### config.mk
export PLATFORM = sky130hd
export DESIGN_NAME = noc_word_packetizer
export DESIGN_NICKNAME = d
export VERILOG_FILES = /design/src/rtl/noc_word_packetizer.sv
export SDC_FILE = /design/constraint.sdc
export NUM_CORES = 1
export LEC_CHECK = 0
export BUFFER_PORTS_ARGS = -buffer_cell sky130_fd_sc_hd__buf_2
export CAP_MARGIN = 20
export CORE_ASPECT_RATIO = 1.25
export CORE_UTILIZATION = 40
export CTS_CLUSTER_DIAMETER = 150
export DETAILED_ROUTE_END_ITERATION = 10
export SYNTH_ARGS = -nofsm -noshare
export SYNTH_HDL_FRONTEND = slang
export SYNTH_SLANG_ARGS = --single-unit
export TNS_END_PERCENT = 100
### constraint.sdc
create_clock -name clk -period 3 [get_ports clk]
set_input_delay 0.3 -clock clk [delete_from_list [all_inputs] [get_ports clk]]
set_output_delay 0.3 -clock clk [all_outputs]
set_load 0.05 [all_outputs]
### src/rtl/noc_word_packetizer.sv
// Turns queued 32-bit store words into header + byte-serial payload flits for a router local port.
// Words wait in a small FIFO; flit_out is registered and holds while the router withholds flit_ready.
module noc_word_packetizer #(
  parameter int WORD_W = 32,
  parameter int BYTES  = WORD_W / 8,
  parameter int ID_W   = 4,
  parameter int QDEPTH = 4
) (
  input  logic              clk,
  input  logic              rst,
  input  logic [ID_W-1:0]   tile_id,
  input  logic              wr_en,
  input  logic [WORD_W-1:0] wr_data,
  input  logic [ID_W-1:0]   wr_dest,
  output logic              full,
  output logic              busy,
  output logic              overflow,
  output logic [12:0]       flit_out,
  input  logic              flit_ready,
  output logic [15:0]       pkt_count
);

  localparam int AW = (QDEPTH > 1) ? $clog2(QDEPTH) : 1;
  localparam int CW = (BYTES > 1) ? $clog2(BYTES) : 1;
  localparam int EW = ID_W + WORD_W;

  typedef enum logic [1:0] {IDLE, HEAD, BODY} state_e;

  logic [EW-1:0]     mem_q [QDEPTH];
  logic [AW-1:0]     wrPtr_q, rdPtr_q;
  logic [AW:0]       count_q;
  logic              overflow_q;

  state_e            state_q, state_d;
  logic [12:0]       flit_q, flit_d;
  logic [WORD_W-1:0] shift_q, shift_d;
  logic [ID_W-1:0]   dest_q, dest_d;
  logic [CW-1:0]     cnt_q, cnt_d;
  logic [15:0]       pktCount_q, pktCount_d;

  logic              push, pop, empty, xfer;
  logic [EW-1:0]     rdEntry;
  logic [ID_W-1:0]   headDest;
  logic [WORD_W-1:0] headData;
  logic [12:0]       headerFlit;
  logic [12:0]       payloadFlit;

  assign full        = (count_q == (AW+1)'(QDEPTH));
  assign empty       = (count_q == '0);
  assign push        = wr_en & ~full;
  assign rdEntry     = mem_q[rdPtr_q];
  assign headDest    = rdEntry[EW-1 -: ID_W];
  assign headData    = rdEntry[WORD_W-1:0];
  assign headerFlit  = {1'b1, 4'(headDest), 4'(tile_id), 4'(BYTES)};
  assign payloadFlit = {1'b1, 4'(dest_q), shift_q[WORD_W-1 -: 8]};
  assign xfer        = flit_q[12] & flit_ready;

  // A push while full is dropped even if a pop frees a slot in the same cycle.
  always_ff @(posedge clk) begin
    if (rst) begin
      wrPtr_q    <= '0;
      rdPtr_q    <= '0;
      count_q    <= '0;
      overflow_q <= 1'b0;
    end else begin
      if (push) wrPtr_q <= wrPtr_q + AW'(1);
      if (pop)  rdPtr_q <= rdPtr_q + AW'(1);
      count_q <= count_q + (AW+1)'(push) - (AW+1)'(pop);
      if (wr_en && full) overflow_q <= 1'b1;
    end
  end

  always_ff @(posedge clk) begin
    if (push) mem_q[wrPtr_q] <= {wr_dest, wr_data};
  end

  always_ff @(posedge clk) begin
    if (rst) begin
      state_q    <= IDLE;
      flit_q     <= '0;
      shift_q    <= '0;
      dest_q     <= '0;
      cnt_q      <= '0;
      pktCount_q <= '0;
    end else begin
      state_q    <= state_d;
      flit_q     <= flit_d;
      shift_q    <= shift_d;
      dest_q     <= dest_d;
      cnt_q      <= cnt_d;
      pktCount_q <= pktCount_d;
    end
  end

  always_comb begin
    state_d    = state_q;
    flit_d     = flit_q;
    shift_d    = shift_q;
    dest_d     = dest_q;
    cnt_d      = cnt_q;
    pktCount_d = pktCount_q;
    pop        = 1'b0;
    unique case (state_q)
      IDLE: begin
        flit_d = '0;
        if (!empty) begin
          pop     = 1'b1;
          shift_d = headData;
          dest_d  = headDest;
          flit_d  = headerFlit;
          state_d = HEAD;
        end
      end
      HEAD: begin
        if (xfer) begin
          flit_d  = payloadFlit;
          shift_d = shift_q << 8;
          cnt_d   = '0;
          state_d = BODY;
        end
      end
      BODY: begin
        if (xfer) begin
          if (cnt_q != CW'(BYTES - 1)) begin
            flit_d  = payloadFlit;
            shift_d = shift_q << 8;
            cnt_d   = cnt_q + CW'(1);
          end else begin
            pktCount_d = pktCount_q + 16'd1;
            // Chain straight into the next header so a busy queue leaves no bubble.
            if (!empty) begin
              pop     = 1'b1;
              shift_d = headData;
              dest_d  = headDest;
              flit_d  = headerFlit;
              state_d = HEAD;
            end else begin
              flit_d  = '0;
              state_d = IDLE;
            end
          end
        end
      end
      default: begin
        flit_d  = '0;
        state_d = IDLE;
      end
    endcase
  end

  assign flit_out  = flit_q;
  assign busy      = ~empty | (state_q != IDLE);
  assign overflow  = overflow_q;
  assign pkt_count = pktCount_q;

endmodule

# Yosys cells after proc, flatten, opt, wreduce, memory -nomap -nowiden
# Memories as Yosys holds them, arrays and structs flattened. A register that Yosys moved wholly into a read port is not among the register bits.
# Index checks and enable logic that the tools add are counted.
# totals
reg_bits	77
mem_count	1
inputBits	44
mem_bits_rw	144
output_inout_bits	32
# op_classes
muxes	32
n_reduce_logical	13
bitwise	6
eq_ne	9
n_addsub	6
# mem_list
name	depth	width	rd	rd_ports_with_merged_regs	wr	line_no	source
mem_q	4	36	1	1	1	29	logic [EW-1:0] mem_q [QDEPTH];
# ops
operator	n
32-bit two-way mux	4
32-bit case mux with 3 select lines	1
13-bit two-way mux	4
13-bit case mux with 3 select lines	1
2-bit two-way mux	9
16-bit by 1-bit adder with 16-bit output, second input constant	1
4-bit two-way mux	3
2-bit inequality test, second input constant	6
3-bit AND reduction	3
4-bit case mux with 2 select lines	1
4-bit AND reduction	2
2-bit by 1-bit adder with 2-bit output, second input constant	3
1-bit two-way mux	6
2-bit case mux with 3 select lines	1
2-bit nonzero test	3
2-bit case mux with 2 select lines	1
3-bit by 1-bit adder with 3-bit output	1
3-bit equality test, second input constant	1
3-bit logical NOT	1
1-bit NOT	3
3-bit nonzero test	1
3-bit by 1-bit subtractor with 3-bit output	1
1-bit bitwise AND	2
2-bit by 1-bit equality test with 1-bit output, second input constant	1
6 further kinds	6

# Logic depth before layout (Yosys ltp)
# logic_depth
word_depth	7
ltp_mapped	14
mapped_depth_nobuf	12

# Worst setup path before layout
# Ideal clock, no wire load.
# synth_path
path_kind	reg-to-reg
start	register count_q[2]
end	register count_q[2]
t_arrival_ns	3.031
t_required_ns	2.872
period_less_slack_ns	3.158
slack_ns	-0.158
path_stages_with_launch	12
n_path_buf	1
path_cell_list	dfxtp_1 nor3b_1 nor2b_1 clkbuf_1 inv_1 ha_1 inv_1 ha_1 fa_1 xnor2_1 xnor2_1 nor2_1
# synth_between
word_cells_on_any_way	10
cone_classes	add/sub (2); eq/ne (1); mux (4); bitwise (2); reduce/logical (1)
# synth_rtl
item	line_no	source
start, declared	31	logic [AW:0] count_q;
start signal, assigned	68	count_q <= count_q + (AW+1)'(push) - (AW+1)'(pop);
3-bit equality test	48	assign full = (count_q == (AW+1)'(QDEPTH));
net full	15	output logic full,
1-bit NOT	50	assign push = wr_en & ~full;
1-bit bitwise AND	50	
3-bit by 1-bit adder with 3-bit output	68	
3-bit by 1-bit subtractor with 3-bit output	68	
# The timed path passes the listed nets, and every way through them passes these cells.
# A chain may end at the register's enable or synchronous reset.

# Final worst setup path
# layout_path
start	register state_q[0]
end	register count_q[2]
# layout_between
elab_chain_cells	3
word_cells_on_any_way	4
cone_classes	add/sub (1); eq/ne (1); mux (1); reduce/logical (1)
# layout_lines
item	line_no	source
start, declared	34	state_e state_q, state_d;
start signal, assigned	86	state_q <= state_d;
2-bit equality test / 2-bit logical NOT (equally long branches)	103	unique case (state_q)
1-bit case mux with 2 select lines (*)	103	
net pop	41	logic push, pop, empty, xfer;
3-bit by 1-bit subtractor with 3-bit output (*)	68	
# The timed path passes the listed nets; every way through them passes the cells marked *.

==> flow_summary.yaml <==
timing:
  slew_headroom: 0.3671
  fin_ws_ns: 0.4002
  min_period_ns: 2.600
  finalCritPeriodShare: 0.8666
  clock_skew_ns: 0.006883
  hold_viol: 0
  hold_slack_ns: 0.01186
  tightest_slew_ns: 0.9483
  slew_violations: 0
  finalSetupTns_ns: 0
  rsz0062_at_grt: "no"
  fmax_ghz: 0.3846
  setup_viol: 0
clocking:
  cts_root_buffer: "clkbuf_16"
  cts_sinks: 223
  cts_tree: "yes"
  cts_setup_buffers: 0
  cts_resized: 0
  clock_latency_ns: 0.50
  cts_made_buffers: 23
  cts_buffer_depth: 3
  htree_levels: 1
  clk_pin_slew_ns: 0.06
  cts_hold_repair.buffers: 1
global_routing:
  grt_usage: 0.1482
  antenna_found_initial: 0
  grt_pass1_vias: 5115
  grt_max_degree: 47
  overflow: 0
  grt_pass1_wl_um: 26080
setup_path:
  critPathCapture: "count_q[2]"
  crit_chain: "inv_1, ha_1, and4_1, o21ai_0, inv_1, ha_1, inv_1, ha_1, fa_1, xnor2_1, xnor2_1, nor2_1"
  required_ns: 3.37
  start_kind: "register"
  worstReg2RegEnd: "count_q[2]"
  rrSetupSlack_ns: 0.40
  r2r_cells: 12
  path_max_fanout: 3
  arrival_ns: 2.97
  critPathLaunch: "state_q[0]"
  r2r-start: "state_q[0]"
  cp-end-kind: "register"
  crit_slowest_cell: "fa_1"
  setup.worst_path.class: "register to register"
  critPathMaxStageDelay_ns: 0.37
placed_design:
  gp_congestion: 0.8069
  pre_cts_ws_ns: 0.3920
  port_buffers: 75
  dpl.hpwl_um: 10770
hold_path:
  min_path_type: "input port to register"
  whs_path_depth: 1
logic_synthesis:
  yosysSeqAreaShare: 0.6730
  syn_nets: 613
  synth-seq-cells: 223
  synth-simple-area-share: 0.08470
  synth_compound_area_frac: 0.06973
  ys_warn_count: 0
  yosysUniqueCellTypes: 60
  syn_area_sq_um: 8775
  synth-edff-count: 144
  synth_top_family_by_area: "multiplexers"
  synth_xor_area_frac: 0.01397
  synth.avg_cell_area_sq_um: 15.78
  syn_inst: 556
  ys_async_sr_fraction: 0
  synthFlopType: "edfxtp_1"
  synth_fa_ha_area_frac: 0.01939
  synth_mux_area_frac: 0.1126
route:
  ant_nets: 0
  dr.pass1.iters: 4
  vias: 4845
  postRouteWirelength_um: 16360
  wl_per_cell_um: 17.42
  drtIter0Drc: 273
  drc: 0
  vias_per_cell: 5.160
die:
  dieArea_sq_um: 22540
  start_util: 0.4073
  core.rowCount: 60
  ios: 76
  die_h_um: 167.6
  die_w_um: 134.5
  placeableCoreArea_sq_um: 21550
outcome:
  status: "finished, final reports clean"
finish:
  drive_gt1_frac: 0.2712
  layout.nets: 701
  fillCellCount: 1841
  area_delta_synth_final_pct: 16.55
  n_antenna_cell: 0
run:
  drv_cap: 0
power:
  p_leak_nw: 3.684
  power_density_nw_per_um2: 926.0
  ir_drop_mv: 0.4251
==> critical path, delay by kind of cell, from the launching register on <==
family | cells | cell delay, ns
adders and majority gates | 4 | 1.05
and+or+nand+nor | 2 | 0.26
DFF | 1 | 0.35
buffers and inverters | 3 | 0.21
AOI/OAI and AO/OA | 1 | 0.27
xor gates and xnor gates | 2 | 0.32
==> cells in the mapped netlist, types with 10 or more instances <==
cell type | n | area (sq um)
edfxtp_1 | 144 | 4324
dfxtp_1 | 79 | 1582
nor2_1 | 45 | 168.9
mux4_2 | 36 | 810.8
nor2b_1 | 27 | 168.9
a221o_1 | 24 | 240.2
nand2_1 | 19 | 71.32
a21oi_1 | 14 | 70.07
mux2i_1 | 14 | 140.1
a22oi_1 | 13 | 97.59
inv_1 | 13 | 48.80
ha_1 | 12 | 150.1
clkbuf_1 | 10 | 37.54
o21ai_0 | 10 | 50.05
==> metal layers <==
metal	routed length, um	track usage	vias to the layer above
met5	0	0	-
met4	248	0.04152	0
met3	848	0.03270	23
met2	8374	0.2672	99
met1	6885	0.1760	2410
li1	-	-	2313
==> placed cells by master (no fill, tap or decap), types with 5 or more instances in the layout <==
master / netlist / final
a21oi_1: 14 / 14
mux2i_1: 14 / 14
mux4_2: 36 / 36
clkbuf_1: 10 / 7
dfxtp_1: 79 / 78
buf_4: 4 / 15
a221o_1: 24 / 24
ha_1: 12 / 12
xor2_1: 5 / 5
edfxtp_1: 144 / 144
inv_1: 13 / 13
xnor2_1: 9 / 9
o21ai_0: 10 / 10
buf_2: 8 / 75
a22oi_1: 13 / 13
nand3_1: 8 / 8
nor2_1: 45 / 45
clkbuf_16: 0 / 23
nand2_1: 19 / 19
nor2b_1: 27 / 27
==> worst min path at each step <==
stage	from	end	slack (ns)
floorplan	wr_data[0]	mem_q[0][0]	0.40
finish	wr_data[8]	mem_q[1][8]	0.01
CTS	wr_dest[2]	mem_q[2][34]	0.0002
global placement	flit_out[2]	flit_out[2]	0.44
detailed placement	flit_out[9]	flit_out[9]	0.44
global route	wr_dest[2]	mem_q[2][34]	0.001
==> stage by stage <==
step / instance area [sq um] / power [mW] / utilization / cells
after floorplan: 8780 / 6.086 / - / 556
after global placement: 9458 / 6.679 / 0.4390 / 897
after detailed placement: 9458 / 6.754 / 0.4390 / 897
after CTS: 10230 / 9.607 / 0.4747 / 939
after global routing: 10230 / 9.940 / 0.4747 / 939
final: 10230 / 9.471 / 0.4747 / 939
==> power by group <==
part           internal [mW]  switching [mW]
Clock                   1.72            1.11
Combinational           1.09            1.42
Sequential              3.83           0.297
Total                   6.65            2.83
==> final cells by class <==
| type | count | area, sq um | area share |
|---|---|---|---|
| Clock buffer | 32 | 629.4 | 0.06154 |
| Inverter | 14 | 52.55 | 0.005138 |
| Multi-Input combinational cell | 290 | 2641 | 0.2583 |
| Timing Repair Buffer | 92 | 518.0 | 0.05065 |
| Clock inverter | 9 | 130.1 | 0.01272 |
| Sequential cell | 223 | 5907 | 0.5776 |
| Tap cell | 279 | 349.1 | 0.03413 |
==> sequential cells by signal, indices dropped and copies added (netlist names), 3 cells and up, named ones only <==
register and flops:
count_q 3, shift_q 32, pkt_count 16, mem_q 144
dest_q 4, flit_out 13
==> kinds of logic (layout without fill, tap and decap cells) <==
group | count (synthesis) | in the layout
multiplexers | 53 | 53
AO/OA/AOI/OAI | 76 | 76
adder cells (fa/ha/maj) | 13 | 13
flip-flops | 223 | 223
buffers and inverters | 43 | 147
XOR/XNOR | 14 | 14
AND/OR/NAND/NOR | 134 | 134
No activity file was read; power rests on OpenSTA's default activity.
